===== config.mk =====
export PLATFORM = sky130hd
export DESIGN_NAME = afp3_eng_fsm_actag_multi_flat
export DESIGN_NICKNAME = d
export VERILOG_FILES = /design/src/rtl/afp3_actag_pkg.sv /design/src/rtl/afp3_eng_fsm_actag_multi_if.sv /design/src/rtl/afp3_rr_arb_n.sv /design/src/rtl/afp3_eng_fsm_actag_multi.sv /design/src/flat_wrapper.sv
export SDC_FILE = /design/constraint.sdc
export NUM_CORES = 1
export LEC_CHECK = 0
export ABC_AREA = 0
export BUFFER_PORTS_ARGS = -buffer_cell sky130_fd_sc_hd__buf_2
export CAP_MARGIN = 20
export CELL_PAD_IN_SITES_DETAIL_PLACEMENT = 0
export CELL_PAD_IN_SITES_GLOBAL_PLACEMENT = 1
export CORE_ASPECT_RATIO = 2
export CORE_MARGIN = 5
export CORE_UTILIZATION = 34
export CTS_CLUSTER_SIZE = 14
export DETAILED_ROUTE_END_ITERATION = 12
export HOLD_SLACK_MARGIN = 0.1
export PLACE_DENSITY_LB_ADDON = 0.3
export SLEW_MARGIN = 10
export SYNTH_ARGS = -nofsm -noshare
export SYNTH_HDL_FRONTEND = slang
export SYNTH_SLANG_ARGS = --single-unit

===== constraint.sdc =====
create_clock -name clock -period 5.2 [get_ports clock]
set_clock_uncertainty 0.2 [all_clocks]
set_input_delay 0.78 -clock clock [delete_from_list [all_inputs] [get_ports clock]]
set_output_delay 0.78 -clock clock [all_outputs]
set_load 0.02 [all_outputs]

===== src/rtl/afp3_actag_pkg.sv =====
// Shared constants and FSM encoding for the multi-channel assign-acTag sequencer.
// Optional acTag cache is enabled by defining AFP3_ACTAG_CACHE_EN.
package afp3_actag_pkg;

  localparam logic [7:0] ACTAG_OPCODE = 8'h50;
  localparam logic [4:0] AFUTAG_ENC   = 5'b00000;
  localparam logic [2:0] AFUTAG_TYPE  = 3'b001;

  typedef enum logic [1:0] {
    IDLE   = 2'b01,
    WT4GNT = 2'b10
  } state_t;

  function automatic logic [15:0] afutag_f(
    input logic [5:0] ch
  );
    return {2'b00, AFUTAG_TYPE, ch, AFUTAG_ENC};
  endfunction

endpackage


===== src/rtl/afp3_eng_fsm_actag_multi_if.sv =====
// Arbiter request/grant plus the assign-acTag command bus.
// Master drives the command; slave is the arbiter/command consumer.
interface afp3_eng_fsm_actag_multi_if;

  logic        actag_req;
  logic        arb_eng_misc_gnt;
  logic        actag_valid;
  logic [7:0]  actag_opcode;
  logic [11:0] actag_actag;
  logic [15:0] actag_afutag;
  logic [15:0] actag_bdf;

  modport master (
    output actag_req,
    output actag_valid,
    output actag_opcode,
    output actag_actag,
    output actag_afutag,
    output actag_bdf,
    input  arb_eng_misc_gnt
  );

  modport slave (
    input  actag_req,
    input  actag_valid,
    input  actag_opcode,
    input  actag_actag,
    input  actag_afutag,
    input  actag_bdf,
    output arb_eng_misc_gnt
  );

endinterface


===== src/rtl/afp3_rr_arb_n.sv =====
// Round-robin picker: first set request at or after ptr, circularly.
// Grant is one-hot (all zero when no request).
module afp3_rr_arb_n #(
  parameter int N  = 4,
  parameter int IW = 6
) (
  input  logic [N-1:0]  req,
  input  logic [IW-1:0] ptr,
  output logic [N-1:0]  gnt
);

  always_comb begin
    logic found;
    gnt   = '0;
    found = 1'b0;
    for (int i = 0; i < N; i++) begin
      for (int j = 0; j < N; j++) begin
        if (!found && req[j] &&
            j == (int'(ptr) + i) % N) begin
          gnt[j] = 1'b1;
          found  = 1'b1;
        end
      end
    end
  end

endmodule


===== src/rtl/afp3_eng_fsm_actag_multi.sv =====
// Shared assign-acTag sequencer for NUM_CH engine channels.
// Define AFP3_ACTAG_CACHE_EN to skip commands whose acTag is already assigned.
module afp3_eng_fsm_actag_multi
  import afp3_actag_pkg::*;
#(
  parameter int NUM_CH   = 4,
  parameter int CH_IDX_W = 6
) (
  input  logic                 clock,
  input  logic                 reset_n,
  input  logic [11:0]          cfg_afu_actag_base,
  input  logic                 mmio_eng_use_pasid_for_actag,
  input  logic [NUM_CH*10-1:0] cmd_pasid,
  input  logic [15:0]          cfg_afu_bdf,
  input  logic [NUM_CH-1:0]    start_actag,
  output logic [NUM_CH-1:0]    actag_done,
  output logic                 actag_seq_error,
  output logic [NUM_CH*12-1:0] eng_actag,
  afp3_eng_fsm_actag_multi_if.master cmd
);

  state_t state_q, state_d;
  logic [11:0] base_q;
  logic [NUM_CH-1:0] pending_q, pending_d;
  logic [NUM_CH-1:0] set_v, clr_v;
  logic [NUM_CH-1:0] arb_gnt, grant_done;
  logic [CH_IDX_W-1:0] rr_ptr_q, rr_ptr_d;
  logic [CH_IDX_W-1:0] sel_q, sel_d, win_idx;
  logic [11:0] sel_actag;
  logic [5:0] sel6;

  always_comb begin
    for (int c = 0; c < NUM_CH; c++) begin
      eng_actag[c*12 +: 12] = mmio_eng_use_pasid_for_actag
        ? base_q + {2'b00, cmd_pasid[c*10 +: 10]}
        : base_q + 12'(c);
    end
  end

  afp3_rr_arb_n #(
    .N  (NUM_CH),
    .IW (CH_IDX_W)
  ) u_arb (
    .req (pending_q),
    .ptr (rr_ptr_q),
    .gnt (arb_gnt)
  );

  always_comb begin
    win_idx   = '0;
    sel_actag = '0;
    for (int c = 0; c < NUM_CH; c++) begin
      if (arb_gnt[c]) win_idx = CH_IDX_W'(c);
      if (int'(sel_q) == c) sel_actag = eng_actag[c*12 +: 12];
    end
  end

  assign sel6 = 6'(sel_q);

  always_comb begin
    state_d          = state_q;
    sel_d            = sel_q;
    rr_ptr_d         = rr_ptr_q;
    clr_v            = '0;
    grant_done       = '0;
    actag_seq_error  = 1'b0;
    cmd.actag_req    = 1'b0;
    cmd.actag_valid  = 1'b0;
    cmd.actag_opcode = '0;
    cmd.actag_actag  = '0;
    cmd.actag_afutag = '0;
    cmd.actag_bdf    = '0;
    case (state_q)
      IDLE: begin
        if (|pending_q) begin
          sel_d   = win_idx;
          state_d = WT4GNT;
        end
      end
      WT4GNT: begin
        cmd.actag_req = 1'b1;
        if (cmd.arb_eng_misc_gnt) begin
          cmd.actag_valid  = 1'b1;
          cmd.actag_opcode = ACTAG_OPCODE;
          cmd.actag_actag  = sel_actag;
          cmd.actag_afutag = afutag_f(sel6);
          cmd.actag_bdf    = cfg_afu_bdf;
          for (int c = 0; c < NUM_CH; c++) begin
            if (int'(sel_q) == c) begin
              grant_done[c] = 1'b1;
              clr_v[c]      = 1'b1;
            end
          end
          rr_ptr_d = (int'(sel_q) == NUM_CH - 1)
            ? '0 : sel_q + CH_IDX_W'(1);
          state_d  = IDLE;
        end
      end
      default: begin
        actag_seq_error = 1'b1;
        state_d         = IDLE;
      end
    endcase
  end

`ifdef AFP3_ACTAG_CACHE_EN
  logic [NUM_CH-1:0] assigned_q, hit_v, hit_done_q;
  logic [11:0] cache_q [NUM_CH];
  logic mode_q;
  logic cfg_chg;

  assign cfg_chg =
    (cfg_afu_actag_base != base_q) ||
    (mmio_eng_use_pasid_for_actag != mode_q);

  always_comb begin
    for (int c = 0; c < NUM_CH; c++) begin
      hit_v[c] = assigned_q[c] &&
        (cache_q[c] == eng_actag[c*12 +: 12]);
    end
  end

  // a config change invalidates every cached acTag, even one granted now
  always_ff @(posedge clock or negedge reset_n) begin
    if (!reset_n) begin
      assigned_q <= '0;
      hit_done_q <= '0;
      mode_q     <= 1'b0;
      for (int c = 0; c < NUM_CH; c++) cache_q[c] <= '0;
    end else begin
      mode_q     <= mmio_eng_use_pasid_for_actag;
      hit_done_q <= start_actag & hit_v;
      for (int c = 0; c < NUM_CH; c++) begin
        if (grant_done[c]) cache_q[c] <= eng_actag[c*12 +: 12];
      end
      if (cfg_chg) assigned_q <= '0;
      else assigned_q <= assigned_q | grant_done;
    end
  end

  assign set_v      = start_actag & ~hit_v;
  assign actag_done = grant_done | hit_done_q;
`else
  assign set_v      = start_actag;
  assign actag_done = grant_done;
`endif

  // set wins over the grant-cycle clear
  assign pending_d = (pending_q & ~clr_v) | set_v;

  always_ff @(posedge clock or negedge reset_n) begin
    if (!reset_n) begin
      state_q   <= IDLE;
      pending_q <= '0;
      rr_ptr_q  <= '0;
      sel_q     <= '0;
      base_q    <= '0;
    end else begin
      state_q   <= state_d;
      pending_q <= pending_d;
      rr_ptr_q  <= rr_ptr_d;
      sel_q     <= sel_d;
      base_q    <= cfg_afu_actag_base;
    end
  end

endmodule

===== src/flat_wrapper.sv =====
// flat-port wrapper written by rule: the top's interface ports become plain ports
module afp3_eng_fsm_actag_multi_flat import afp3_actag_pkg::*;
#(
  parameter int NUM_CH   = 4,
  parameter int CH_IDX_W = 6
)
  (clock, reset_n, cfg_afu_actag_base, mmio_eng_use_pasid_for_actag, cmd_pasid, cfg_afu_bdf, start_actag, actag_done, actag_seq_error, eng_actag, cmd_actag_req, cmd_actag_valid, cmd_actag_opcode, cmd_actag_actag, cmd_actag_afutag, cmd_actag_bdf, cmd_arb_eng_misc_gnt);
  afp3_eng_fsm_actag_multi_if cmd_i ();
  input  logic clock;
  input  logic reset_n;
  input  logic [11:0] cfg_afu_actag_base;
  input  logic mmio_eng_use_pasid_for_actag;
  input  logic [NUM_CH*10-1:0] cmd_pasid;
  input  logic [15:0] cfg_afu_bdf;
  input  logic [NUM_CH-1:0] start_actag;
  output logic [NUM_CH-1:0] actag_done;
  output logic actag_seq_error;
  output logic [NUM_CH*12-1:0] eng_actag;
  output wire logic [$bits(cmd_i.actag_req)-1:0] cmd_actag_req;
  output wire logic [$bits(cmd_i.actag_valid)-1:0] cmd_actag_valid;
  output wire logic [$bits(cmd_i.actag_opcode)-1:0] cmd_actag_opcode;
  output wire logic [$bits(cmd_i.actag_actag)-1:0] cmd_actag_actag;
  output wire logic [$bits(cmd_i.actag_afutag)-1:0] cmd_actag_afutag;
  output wire logic [$bits(cmd_i.actag_bdf)-1:0] cmd_actag_bdf;
  input wire logic [$bits(cmd_i.arb_eng_misc_gnt)-1:0] cmd_arb_eng_misc_gnt;
  assign cmd_actag_req = cmd_i.actag_req;
  assign cmd_actag_valid = cmd_i.actag_valid;
  assign cmd_actag_opcode = cmd_i.actag_opcode;
  assign cmd_actag_actag = cmd_i.actag_actag;
  assign cmd_actag_afutag = cmd_i.actag_afutag;
  assign cmd_actag_bdf = cmd_i.actag_bdf;
  assign cmd_i.arb_eng_misc_gnt = cmd_arb_eng_misc_gnt;
  afp3_eng_fsm_actag_multi #(.NUM_CH(NUM_CH), .CH_IDX_W(CH_IDX_W)) u_core (.clock(clock), .reset_n(reset_n), .cfg_afu_actag_base(cfg_afu_actag_base), .mmio_eng_use_pasid_for_actag(mmio_eng_use_pasid_for_actag), .cmd_pasid(cmd_pasid), .cfg_afu_bdf(cfg_afu_bdf), .start_actag(start_actag), .actag_done(actag_done), .actag_seq_error(actag_seq_error), .eng_actag(eng_actag), .cmd(cmd_i));
endmodule

==> reports/metrics.yaml, run 1 <==
syn_avg_cell_area_sq_um: 7.716
drt_wl_total_mm: 16.22
cp-start-kind: "primary input"
gp_congestion: 0.9631
cts.sinks: 22
cts_resized: 0
ir_drop_mv: 0.2052
maxCapViolations: 0
finalCritPeriodShare: 0.8465
p_per_area_mw_per_mm2: 288.2
clkSlewWorstSetupHoldPaths_ns: 0.06
grt_pass1_wl_mm: 25.13
dr.pass1.iters: 4
clock_latency_ns: 0.26
synth_area_sq_mm: 0.004120
worstReg2RegEnd: "u_core.pending_q[1]$_DFF_PN0_"
first_global_vias: 4780
die_w_um: 87.84
crit_path_max_incr_delay_ns: 0.46
rsz0062_at_grt: "false"
layout_common_cells: "buf_2 (163), ha_1 (47), nor2_1 (43)"
synth_edf_count: 0
fin_setup_tns_ns: 0
path_class: "primary input to output pin"
drive_above_1_share: 0.2718
ys_top_cells_by_area: "ha_1 (14%), dfrtp_1 (13%), xnor2_1 (4.9%)"
reg2regPathDepth: 9
vias: 4596
crit_path_top_delay_cell: "fa_1"
hpwlAfterDp_mm: 13.66
clock-root-buffer: "clkbuf_16"
fin_area_sq_mm: 0.005065
total_leakage_power_nw: 2.579
maxSlewHeadroom: 0.5097
ys_ff_latch: 22
start_util: 0.3418
ctsHoldBuffers: 0
wl_per_cell_um: 19.43
io_pins: 183
drtIter0Drc: 150
utilization: 0.4202
final_common_cell: "buf_2"
r2r_slack_ns: 2.99
fmax_ghz: 0.2272
status: "completed"
htreeDepth: 1
tritoncts: "yes"
dieHeight_um: 165.7
setup_viol_count_final: 0
syn2layout_area_growth_pct: 22.93
routed_via_density: 5.504
cts_buffer_depth: 2
maxSlewViolCount: 0
placed_area_sq_mm: 0.004960
post_cts_buffers: 0
crit_chain: "buf_2 -> nand2b_1 -> ha_1 -> fa_1 -> a211oi_2 -> o21bai_4 -> a21oi_2 -> xnor2_1 -> a211o_1 -> o221a_1 -> buf_2"
synth.distinct_cells: 70
core_area_sq_mm: 0.01205
crit_required_ns: 4.22
overflow: 0
antenna_found_initial: 0
yosysTopAreaCell: "ha_1"
r2r-start: "u_core.state_q[0]$_DFFE_PN1P_"
worst_pin_slew_ns: 0.7339
drc_errors: 0
fin_crit_ns: 4.402
final_nets: 816
pre_cts_ws_ns: 0.7797
min_path_type: "primary input to asynchronous set/reset pin"
grt_max_degree: 36
seq_area_frac_synth: 0.1339
grt_usage: 0.2223
setup_slack_ns: 0.7984
ant_nets: 0
crit_arrival_ns: 3.42
crit_path_max_fanout: 22
p_total_w: 0.001459
hold_viol: 0
synth_top_area_frac: 0.1427
rows: 57
diodes: 0
io_buffers: 163
cp-end-kind: "output pin"
cpMostUsedCell: "buf_2"
dieArea_sq_mm: 0.01455
async_flop_share: 1.000
yosysWarnings: 0
synthCells: 534
numCtsBuffers: 3
ys.flop_type: "dfrtp_1"
[layout make-up]
type | instances | area [sq um]
clock inverters | 1 | 30.03
well taps | 147 | 183.9
fillers | 1298 | 6988
repair buffers | 169 | 860.8
flip-flops and latches | 22 | 551.8
inverters | 27 | 101.3
multi-input cells | 466 | 3262
clock buffers | 3 | 75.07
[metrics by stage]
step / hold slack [ns] / std cells
after floorplan: 0.2736 / 552
after global placement: 0.2914 / 831
after detailed placement: 0.2986 / 831
after CTS: 0.3067 / 835
after global routing: 0.3332 / 835
final: 0.2832 / 835
[routing by layer]
layer	global-route usage	wire length, um
met5	0	0
met4	0.08951	519
met3	0.02137	957
met2	0.4461	9453
met1	0.2171	5294
[power by group]
part | internal, W | switching [W]
Clock | 0.000153 | 0.0000704
Sequential | 0.000204 | 0.0000427
Combinational | 0.000367 | 0.000622
[synth_stat cells (all sizes together), types with 5 or more instances]
master,n
a21o,7
dfrtp,21
o21a,10
inv,24
xnor2,23
nor2b,10
mux2i,8
nand3,12
o21ai,40
a21oi,38
buf,23
a221o,6
o31ai,7
nor2,43
nand2b,9
a211oi,15
or3,5
clkbuf,14
o22ai,7
o21bai,10
nand2,35
ha,47
o211ai,5
xor2,13
nor3,10
and2,20
and3,19
[worst max-delay path by stage]
stage	slack [ns]	end	startpoint	depth (start not counted)
after floorplan	0.48	cmd_actag_actag[9]	mmio_eng_use_pasid_for_actag	12
after global placement	0.84	cmd_actag_actag[8]	mmio_eng_use_pasid_for_actag	11
after detailed placement	0.78	cmd_actag_actag[8]	mmio_eng_use_pasid_for_actag	11
after CTS	0.78	cmd_actag_actag[8]	mmio_eng_use_pasid_for_actag	11
after global routing	0.61	cmd_actag_actag[8]	mmio_eng_use_pasid_for_actag	11
final	0.80	cmd_actag_actag[8]	mmio_eng_use_pasid_for_actag	11
[cell families after synthesis]
family,count (synthesis),share of synthesized area
AOI/OAI and AO/OA,172,0.2888
xor gates and xnor gates,36,0.07653
adders and majority gates,51,0.1622
buffers and inverters,64,0.09080
DFF,22,0.1339
muxes,10,0.02490
other,1,0.0009101
and+or+nand+nor,178,0.2220
[worst max-delay path: cells and delay by family]
family,cells,cell delay [ns]
buffers and inverters,2,0.47
XOR/XNOR,1,0.10
AO/OA/AOI/OAI,5,1.24
AND/OR/NAND/NOR,1,0.10
adder cells (fa/ha/maj),2,0.70
[sequential cells by signal (all words and copies together) (netlist names)]
register / count
u_core.state_q: 2
u_core.base_q: 12
u_core.rr_ptr_q: 2
u_core.pending_q: 4
u_core.sel6: 2
No activity file was read; power rests on OpenSTA's default activity.
==> inputs of run 2 (changes only) <==
--- a/config.mk
+++ b/config.mk
@@ -5,14 +5,14 @@
 export SDC_FILE = /design/constraint.sdc
 export NUM_CORES = 1
 export LEC_CHECK = 0
-export ABC_AREA = 0
+export ABC_AREA = 1
 export BUFFER_PORTS_ARGS = -buffer_cell sky130_fd_sc_hd__buf_2
 export CAP_MARGIN = 20
 export CELL_PAD_IN_SITES_DETAIL_PLACEMENT = 0
 export CELL_PAD_IN_SITES_GLOBAL_PLACEMENT = 1
 export CORE_ASPECT_RATIO = 2
 export CORE_MARGIN = 5
-export CORE_UTILIZATION = 34
+export CORE_UTILIZATION = 30
 export CTS_CLUSTER_SIZE = 14
 export DETAILED_ROUTE_END_ITERATION = 12
 export HOLD_SLACK_MARGIN = 0.1
==> constraint.sdc (replaced) <==
create_clock -name clock -period 3.7 [get_ports clock]
set_clock_uncertainty 0.2 [all_clocks]
set_input_delay 0.555 -clock clock [delete_from_list [all_inputs] [get_ports clock]]
set_output_delay 0.555 -clock clock [all_outputs]
set_load 0.02 [all_outputs]
==> reports/metrics.yaml, run 2 <==
wl_per_cell_um: 16.10  # was 19.43 um
dr.pass1.iters: 7  # was 4
routed_via_density: 4.749  # was 5.504
fin_crit_ns: 3.565
vias: 5518  # was 4596
crit_required_ns: 2.94  # was 4.22 ns
hold_viol: 0  # unchanged
grt_max_degree: 50  # was 36
cp-start-kind: "primary input"  # unchanged
cts_buffer_depth: 2  # unchanged
io_pins: 183  # unchanged
crit_path_max_fanout: 4  # was 22
rsz0062_at_grt: "true"  # was false
total_leakage_power_nw: 3.533  # was 2.579 nW
antenna_found_initial: 0  # unchanged
yosysTopAreaCell: "nand2_1"  # was ha_1
drc_errors: 0  # unchanged
syn2layout_area_growth_pct: 26.15  # was 22.93%
crit_arrival_ns: 2.81  # was 3.42 ns
setup_viol_count_final: 0  # unchanged
drive_above_1_share: 0.2178  # was 0.2718
synth.distinct_cells: 44  # was 70
layout_common_cells: "nand2_1 (217), buf_2 (162), inv_1 (140)"  # was buf_2 (163), ha_1 (47), nor2_1 (43)
status: "completed"  # unchanged
worstReg2RegEnd: "u_core.sel6[1]$_DFFE_PN0P_"  # was u_core.pending_q[1]$_DFF_PN0_
drtIter0Drc: 259  # was 150
synthCells: 794  # was 534
fill_cells: 1742  # was 1298
p_per_area_mw_per_mm2: 407.8  # was 288.2 mW/mm^2
ys_top_cells_by_area: "nand2_1 (18%), ha_1 (13%), dfrtp_1 (11%)"  # was ha_1 (14%), dfrtp_1 (13%), xnor2_1 (4.9%)
reg2regPathDepth: 12  # was 9
yosysWarnings: 0  # unchanged
dieArea_sq_mm: 0.01800  # was 0.01455 sq mm
first_global_vias: 5467  # was 4780
synth.cells.most_frequent: "nand2_1 (217), inv_1 (140), nand3_1 (71), nor2_1 (67), ha_1 (47)"  # was ha_1 (47), nor2_1 (43), a21oi_1 (37), nand2_1 (35), o21ai_0 (33)
ant_nets: 0  # unchanged
synth_top_area_frac: 0.1777  # was 0.1427
die_w_um: 97.40  # was 87.84 um
synth_edf_count: 0  # unchanged
path_class: "primary input to output pin"  # unchanged
core_area_sq_mm: 0.01513  # was 0.01205 sq mm
maxSlewHeadroom: 0.6026  # was 0.5097
whs_endpoint: "u_core.base_q[8]$_DFF_PN0_"
r2r-start: "u_core.rr_ptr_q[0]$_DFFE_PN0P_"  # was u_core.state_q[0]$_DFFE_PN1P_
clock_latency_ns: 0.27  # was 0.26 ns
async_flop_share: 1.000  # unchanged
io_buffers: 163  # unchanged
worst_pin_slew_ns: 0.5961  # was 0.7339 ns
final_nets: 1092  # was 816
dieHeight_um: 184.8  # was 165.7 um
tritoncts: "yes"  # unchanged
largest_reg_flops: 12  # unchanged
grt_usage: 0.1973  # was 0.2223
syn_avg_cell_area_sq_um: 5.772  # was 7.716 sq um
maxCapViolations: 0  # unchanged
seq_area_frac_synth: 0.1204  # was 0.1339
drt_wl_total_mm: 18.71  # was 16.22 mm
maxSlewViolCount: 0  # unchanged
post_cts_buffers: 0  # unchanged
start_util: 0.3028  # was 0.3418
diodes: 0  # unchanged
hp-start: "cfg_afu_actag_base[8]"
regMostFlops: "u_core.base_q"  # unchanged
cp-end-kind: "output pin"  # unchanged
htreeDepth: 1  # unchanged
hpwlAfterDp_mm: 15.67  # was 13.66 mm
ir_drop_mv: 0.2172  # was 0.2052 mV
ys.flop_type: "dfrtp_1"  # unchanged
synth_area_sq_mm: 0.004583  # was 0.004120 sq mm
rows: 64  # was 57
min_path_type: "primary input to flip-flop"  # was primary input to asynchronous set/reset pin
gp_congestion: 0.9024  # was 0.9631
yosys.cell_count.top_type: "nand2_1"  # was ha_1
hold-path-cell-count: 1
numCtsBuffers: 3  # unchanged
overflow: 0  # unchanged
grt_pass1_wl_mm: 28.37  # was 25.13 mm
r2r_slack_ns: 1.84  # was 2.99 ns
clkSlewWorstSetupHoldPaths_ns: 0.07  # was 0.06 ns
largestRegisters: "u_core.base_q (12), u_core.pending_q (4)"  # unchanged
fin_setup_tns_ns: 0  # unchanged
finalCritPeriodShare: 0.9636
cts.sinks: 22  # unchanged
clock-root-buffer: "clkbuf_16"  # unchanged
p_total_w: 0.002358  # was 0.001459 W
final_common_cell: "nand2_1"  # was buf_2
ys_ff_latch: 22  # unchanged
fmax_ghz: 0.2805
-- run 2: changes by cell type after synthesis, sizes merged, moves of 15 or more --
cell,before,now
nor2,43,70
and3,19,0
inv,24,142
nand3,12,72
and2,20,3
xnor2,23,7
a211oi,15,0
nand2,35,218
-- run 2: cell families (layout without fill, tap and decap cells) --
family	count (synthesis)	after routing	synth area share
and+or+nand+nor	396	396	0.3699
buffers and inverters	180	332	0.1687
AOI/OAI and AO/OA	127	127	0.1619
adders and majority gates	51	51	0.1458
DFF	22	22	0.1204
xor gates and xnor gates	17	17	0.03249
other	1	19	0.0008182
-- run 2: power breakdown --
| part | switching [W] | total, W | internal [W] |
|---|---|---|---|
| Clock | 0.000105 | 0.000321 | 0.000216 |
| Sequential | 0.0000707 | 0.000359 | 0.000288 |
| Combinational | 0.00113 | 0.00168 | 0.000545 |
-- run 2: final cells by class --
| class | instances | area, sq um | area share |
|---|---|---|---|
| tap | 198 | 247.7 | 0.04285 |
| sequential | 22 | 551.8 | 0.09543 |
| multi-input combinational | 610 | 3334 | 0.5767 |
| clock inverter | 1 | 30.03 | 0.005194 |
| timing repair buffer | 186 | 1010 | 0.1746 |
| clock buffer | 3 | 75.07 | 0.01298 |
| inverter | 142 | 533.0 | 0.09219 |
-- run 2: per-stage QoR --
step | setup slack (ns) | hold slack, ns | area [sq um] | util | std cells
6_report | 0.1346 | 0.1872 | 5782 | 0.3820 | 1162
5_1_grt | -0.01101 | 0.1845 | 5782 | 0.3820 | 1162
4_1_cts | 0.04611 | 0.1832 | 5767 | 0.3810 | 1162
3_5_place_dp | 0.08666 | 0.3088 | 5652 | 0.3734 | 1157
3_3_place_gp | 0.1226 | 0.3060 | 5652 | 0.3734 | 1157
2_1_floorplan | 0.03243 | 0.05941 | 4651 | - | 812
-- run 2: what timing repair did --
action                                  in CTS  in global routing
endpoints found under the setup margin       0                  4
hold endpoints to repair                    21                  0
resized for setup                            0                  6
hold buffers                                 1                  0
-- run 2: critical path: stages --
cell     delay [ns]
buf_2          0.12
inv_1          0.11
or2_2          0.29
ha_2           0.23
fa_1           0.42
nand3_1        0.08
nand2_1        0.08
nand2_1        0.08
nand2_1        0.07
xor2_1         0.15
o21ai_0        0.17
inv_1          0.06
nand2_1        0.07
nand2_1        0.06
nand2_1        0.09
buf_2          0.17
-- run 2: per-layer routing --
| layer | vias up | routed length, um | global-route usage |
|---|---|---|---|
| met2 | 188 | 9154 | 0.3522 |
| met1 | 2463 | 8113 | 0.2523 |
| met5 | - | 0 | 0 |
| met3 | 20 | 1132 | 0.03129 |
| met4 | 0 | 305 | 0.03661 |
| li1 | 2847 | - | - |
-- run 2: how the worst max path moves through the flow --
stage | to | from | cells after the start
floorplan | cmd_actag_actag[6] | mmio_eng_use_pasid_for_actag | 12
global placement | cmd_actag_actag[8] | mmio_eng_use_pasid_for_actag | 16
detailed placement | cmd_actag_actag[8] | mmio_eng_use_pasid_for_actag | 16
CTS | cmd_actag_actag[8] | mmio_eng_use_pasid_for_actag | 16
global route | cmd_actag_actag[6] | mmio_eng_use_pasid_for_actag | 14
finish | cmd_actag_actag[8] | mmio_eng_use_pasid_for_actag | 16
